`config.mk`:
```
export PLATFORM = sky130hd
export DESIGN_NAME = impulsos_multicanal
export DESIGN_NICKNAME = d
export VERILOG_FILES = /design/src/rtl/impulsos_multicanal.sv
export SDC_FILE = /design/constraint.sdc
export NUM_CORES = 1
export LEC_CHECK = 0
export CAP_MARGIN = 20
export CORE_MARGIN = 8
export CORE_UTILIZATION = 60
export DETAILED_ROUTE_END_ITERATION = 7
export DONT_BUFFER_PORTS = 1
export PLACE_DENSITY_LB_ADDON = 0.15
export SYNTH_ARGS = -nofsm -noshare
export SYNTH_HDL_FRONTEND = slang
export SYNTH_SLANG_ARGS = --single-unit
```
`constraint.sdc`:
```
create_clock -name clock1k -period 5.1 [get_ports clock1k]
set_input_delay 0.51 -clock clock1k [delete_from_list [all_inputs] [get_ports clock1k]]
set_output_delay 0.51 -clock clock1k [all_outputs]
set_load 0.005 [all_outputs]
```
`src/rtl/impulsos_multicanal.sv`:
```
// Multi-channel impulse generator: turns debounced button levels into one-cycle
// impulses (rising/falling edge or auto-repeat) and counts them with saturation.
module impulsos_multicanal #(
   parameter int N_CANALES    = 4,
   parameter int RETARDO_REP  = 500,
   parameter int PERIODO_REP  = 100,
   parameter int ANCHO_CUENTA = 8
) (
   input  logic                    clock1k,
   input  logic                    reset,
   input  logic [N_CANALES-1:0]    botonesLimpios,
   input  logic [1:0]              modo,
   input  logic                    habilitar,
   output logic [N_CANALES-1:0]    impulsos,
   output logic [ANCHO_CUENTA-1:0] numImpulsos,
   output logic [N_CANALES-1:0]    repitiendo
);

   localparam int MAX_CUENTA = (RETARDO_REP > PERIODO_REP) ? RETARDO_REP : PERIODO_REP;
   localparam int ANCHO_CNT  = $clog2(MAX_CUENTA);
   localparam int ANCHO_POP  = $clog2(N_CANALES + 1);
   localparam int ANCHO_SUMA = ((ANCHO_CUENTA > ANCHO_POP) ? ANCHO_CUENTA : ANCHO_POP) + 1;

   localparam logic [ANCHO_CNT-1:0]  CARGA_RETARDO = ANCHO_CNT'(RETARDO_REP - 1);
   localparam logic [ANCHO_CNT-1:0]  CARGA_PERIODO = ANCHO_CNT'(PERIODO_REP - 1);
   localparam logic [ANCHO_CNT-1:0]  UNO           = ANCHO_CNT'(1);
   localparam logic [ANCHO_SUMA-1:0] TOPE          = ANCHO_SUMA'({ANCHO_CUENTA{1'b1}});

   localparam logic [1:0] MODO_SUBIDA = 2'b01;
   localparam logic [1:0] MODO_BAJADA = 2'b10;
   localparam logic [1:0] MODO_REPITE = 2'b11;

   typedef enum logic [1:0] {
      REPOSO = 2'd0,
      ESPERA = 2'd1,
      REPITE = 2'd2
   } estado_t;

   logic [N_CANALES-1:0]    previo_q;
   logic [N_CANALES-1:0]    subida;
   logic [N_CANALES-1:0]    bajada;
   estado_t                 estado_q [N_CANALES];
   estado_t                 estado_d [N_CANALES];
   logic [ANCHO_CNT-1:0]    cuenta_q [N_CANALES];
   logic [ANCHO_CNT-1:0]    cuenta_d [N_CANALES];
   logic [N_CANALES-1:0]    impulsos_q;
   logic [N_CANALES-1:0]    impulsos_d;
   logic [N_CANALES-1:0]    repitiendo_q;
   logic [N_CANALES-1:0]    repitiendo_d;
   logic [ANCHO_CUENTA-1:0] numImpulsos_q;
   logic [ANCHO_CUENTA-1:0] numImpulsos_d;
   logic [ANCHO_POP-1:0]    popcount;
   logic [ANCHO_SUMA-1:0]   suma;

   // Per-channel next state: any mode other than auto-repeat, or a disabled
   // generator, leaves the channel idle with a cleared counter.
   always_comb begin
      subida = botonesLimpios & ~previo_q;
      bajada = ~botonesLimpios & previo_q;
      for (int i = 0; i < N_CANALES; i++) begin
         estado_d[i]   = REPOSO;
         cuenta_d[i]   = '0;
         impulsos_d[i] = 1'b0;
         if (habilitar) begin
            case (modo)
               MODO_SUBIDA: impulsos_d[i] = subida[i];
               MODO_BAJADA: impulsos_d[i] = bajada[i];
               MODO_REPITE: begin
                  case (estado_q[i])
                     REPOSO: begin
                        if (subida[i]) begin
                           impulsos_d[i] = 1'b1;
                           estado_d[i]   = ESPERA;
                           cuenta_d[i]   = CARGA_RETARDO;
                        end
                     end
                     ESPERA: begin
                        if (botonesLimpios[i]) begin
                           if (cuenta_q[i] == '0) begin
                              impulsos_d[i] = 1'b1;
                              estado_d[i]   = REPITE;
                              cuenta_d[i]   = CARGA_PERIODO;
                           end else begin
                              estado_d[i]   = ESPERA;
                              cuenta_d[i]   = cuenta_q[i] - UNO;
                           end
                        end
                     end
                     REPITE: begin
                        if (botonesLimpios[i]) begin
                           estado_d[i] = REPITE;
                           if (cuenta_q[i] == '0) begin
                              impulsos_d[i] = 1'b1;
                              cuenta_d[i]   = CARGA_PERIODO;
                           end else begin
                              cuenta_d[i]   = cuenta_q[i] - UNO;
                           end
                        end
                     end
                     default: estado_d[i] = REPOSO;
                  endcase
               end
               default: impulsos_d[i] = 1'b0;
            endcase
         end
         repitiendo_d[i] = (estado_d[i] == REPITE);
      end
   end

   // The counter advances together with the impulses it counts, so the
   // cycle that shows an impulse already shows it included in the total.
   always_comb begin
      popcount = '0;
      for (int i = 0; i < N_CANALES; i++) begin
         popcount = popcount + ANCHO_POP'(impulsos_d[i]);
      end
      suma = ANCHO_SUMA'(numImpulsos_q) + ANCHO_SUMA'(popcount);
      if (suma > TOPE) begin
         numImpulsos_d = '1;
      end else begin
         numImpulsos_d = ANCHO_CUENTA'(suma);
      end
   end

   // previo resets to all ones so a button held through reset is not a press.
   always_ff @(posedge clock1k) begin
      if (reset) begin
         previo_q      <= '1;
         impulsos_q    <= '0;
         repitiendo_q  <= '0;
         numImpulsos_q <= '0;
         for (int i = 0; i < N_CANALES; i++) begin
            estado_q[i] <= REPOSO;
            cuenta_q[i] <= '0;
         end
      end else begin
         previo_q      <= botonesLimpios;
         impulsos_q    <= impulsos_d;
         repitiendo_q  <= repitiendo_d;
         numImpulsos_q <= numImpulsos_d;
         for (int i = 0; i < N_CANALES; i++) begin
            estado_q[i] <= estado_d[i];
            cuenta_q[i] <= cuenta_d[i];
         end
      end
   end

   assign impulsos    = impulsos_q;
   assign repitiendo  = repitiendo_q;
   assign numImpulsos = numImpulsos_q;

endmodule

```
==> metrics.cfg <==
[floorplanning]
core_mm2 = 0.00544
start_util = 0.613
dieHeight_um = 90.5
die_area_mm2 = 0.00819
io_pins = 25
die-width_um = 90.5
rows = 27

[setup_path]
crit_fanout = 6
required_ps = 5300
path_class = reg2reg
cp.arrival_ps = 3780
cp-end-kind = flip-flop
critPathLaunchType = flip-flop

[yosys]
syn_nets = 408
synthFlopType = dfxtp_1
synth_top_area_cell = dfxtp_1
synth-seq-cells = 64
async_reset_ff_frac = 0
yosys_warnings = 0
netlist_instances = 371
synthTopCellsByArea = dfxtp_1, ha_1, xnor2_1
syn-cell-area_mm2 = 0.00333
synth_edf_count = 0
synth_cell_types = 55
synth_top_area_share = 0.385
syn_area_per_cell_um2 = 8.98
ys_seq_area_frac = 0.385

[cts]
ctsHoldBuffers = 0
cts_tree = yes
cts.sinks = 64
cts_resized = 0
insertion_delay_ps = 340
htreeDepth = 3
cts_buffers = 9
clkTransAtPathRegs_ps = 80
clock_path_buffers = 2
cts_setup_buffers = 0
cts_root_buf = clkbuf_8

[layout]
fillers = 438
multi_input_area_mm2 = 0.00194
drive_gt1_frac = 0.0974
layout.nets = 412
area_growth_pct = 9.13
ff_latch_area_mm2 = 0.00128
n_antenna_cell = 0
fin_util = 0.669

[detailed_routing]
dr_total_vias = 2615
drc = 0
drt-vias-per-instance = 5.79
first_pass_iters = 4
wl_per_cell_um = 14.2
wirelength_um = 6440
antenna_left = 0
drt-initial-drc-count = 73

[sta]
setup_viol = 0
fin_crit_sh = 0.701
rsz0062_at_grt = false
hold_viol = 0
max_slew_margin = 0.555
finalSetupTns_ps = 0
drv_slew = 0
worstMarginPinSlew_ps = 663
final.min_clock_period_ps = 3570
fin_worst_skew_ps = 10.8
max_freq_ghz = 0.280

[global_routing]
grt_pass1_vias = 2436
antenna_found_initial = 0
grt-ovfl-total = 0
grt_max_degree = 15
groute.usage.overall = 0.162
grt_pass1_wl_um = 11000

[placed_design]
gp_congestion = 0.842
port-buffer-count = 0
hpwl_um = 4800

[job]
drv_cap = 0

[pwr]
p_leak_nw = 1.53
vdd_drop_max_uv = 180
powerDensity_mw_per_mm2 = 297

[run_status]
status = finished clean

[min_path]
hold_path_class = in2reg

## cells in the final DEF (no fill, tap or decap), types with 5 or more instances in the layout
| cell | synthesis | final |
|---|---|---|
| nor3_1 | 13 | 13 |
| nor3b_1 | 6 | 6 |
| ha_1 | 25 | 25 |
| nor4_1 | 5 | 5 |
| o21ai_0 | 22 | 22 |
| nand4_1 | 6 | 6 |
| nand3b_1 | 6 | 6 |
| dfxtp_1 | 64 | 64 |
| and2_1 | 9 | 9 |
| inv_1 | 21 | 21 |
| xor2_1 | 11 | 11 |
| a31oi_1 | 9 | 9 |
| xnor2_1 | 14 | 14 |
| or2_2 | 7 | 7 |
| nand2b_1 | 5 | 5 |
| clkbuf_8 | 0 | 9 |
| nand2_1 | 26 | 26 |
| a21oi_1 | 24 | 24 |
| nand3_1 | 13 | 13 |
| nor2_1 | 24 | 24 |
## worst max-delay path: stages (launching register included)
cell	delay (ps)
dfxtp_1	340
inv_1	110
ha_1	170
or4b_2	610
nor2_1	230
a211oi_1	150
nor2_1	140
fa_1	430
inv_1	70
fa_1	170
inv_1	50
fa_1	430
and4_1	200
nand3_1	220
a21oi_1	110
## layer usage
| metal | share of wire | vias to the layer above | track usage |
|---|---|---|---|
| li1 | - | 1323 | - |
| met1 | 0.47 | 1241 | 0.195 |
| met2 | 0.46 | 44 | 0.258 |
| met3 | 0.052 | 7 | 0.0524 |
| met4 | 0.013 | 0 | 0.0666 |
| met5 | 0 | - | 0 |
## power by group
group          switching [mW]  total (mW)  internal [mW]  leakage, nW
Clock                   0.200       0.526          0.325        0.116
Combinational          0.0238      0.0425         0.0188        0.897
Sequential            0.00569       0.511          0.505        0.517
Total                   0.230        1.08          0.849         1.53
## cells by family (layout without fill, tap and decap cells)
family | Yosys count | count (layout) | synth area share
mux | 2 | 2 | 0.00601
xor+xnor | 25 | 25 | 0.0657
fa+ha+maj | 28 | 28 | 0.112
flops | 64 | 64 | 0.385
compound gates | 76 | 76 | 0.137
simple gates | 148 | 148 | 0.262
buf+inv | 28 | 37 | 0.0323
## layout make-up
| cell class | count | share of cell area |
|---|---|---|
| clock inverter | 7 | 0.0327 |
| sequential | 64 | 0.352 |
| multi-input combinational | 279 | 0.534 |
| clock buffer | 9 | 0.0341 |
| inverter | 21 | 0.0217 |
| tap | 72 | 0.0248 |
## sequential cells by signal, indices dropped and copies added (netlist names)
register and count:
estado_q 8, cuenta_q 36, repitiendo 4, previo_q 4
numImpulsos 8, impulsos 4
## final timing paths
check                      start             end  slack, ps  depth (start not counted)
setup / recovery  cuenta_q[2][0]  numImpulsos[3]       1530                         14
hold / removal             reset  numImpulsos[0]        240                          1
setup reg to reg  cuenta_q[2][0]  numImpulsos[3]       1530                         14
hold reg to reg   cuenta_q[2][0]  cuenta_q[2][0]        500                          1
## metrics by stage
step           cell area [µm²]  cells  power, mW  hold slack [ps]  setup slack [ps]
2_1_floorplan             3330    371      0.560              460              1920
3_3_place_gp              3390    436      0.564              483              1690
3_5_place_dp              3390    436      0.565              482              1520
4_1_cts                   3640    452       1.09              226              1530
5_1_grt                   3640    452       1.12              220              1180
6_report                  3640    452       1.08              240              1530
## cells in the mapped netlist (all sizes together) (2+ instances only)
cell,number
a21boi,2
o21a,3
or2b,2
mux2i,2
or4,5
ha,25
a211oi,2
xnor2,14
nor2b,2
o21ai,22
and4b,2
a31oi,9
fa,3
nor4b,5
a21o,3
and2,9
nor4,7
a21oi,24
nand3b,6
nor2,24
nand3,13
and3b,3
o31ai,2
o22ai,3
inv,21
nor3,13
nand2,28
nand4,6
or2,7
xor2,11
clkbuf,6
nand2b,5
dfxtp,64
nor3b,6
Power figures use the tool's default switching activity.
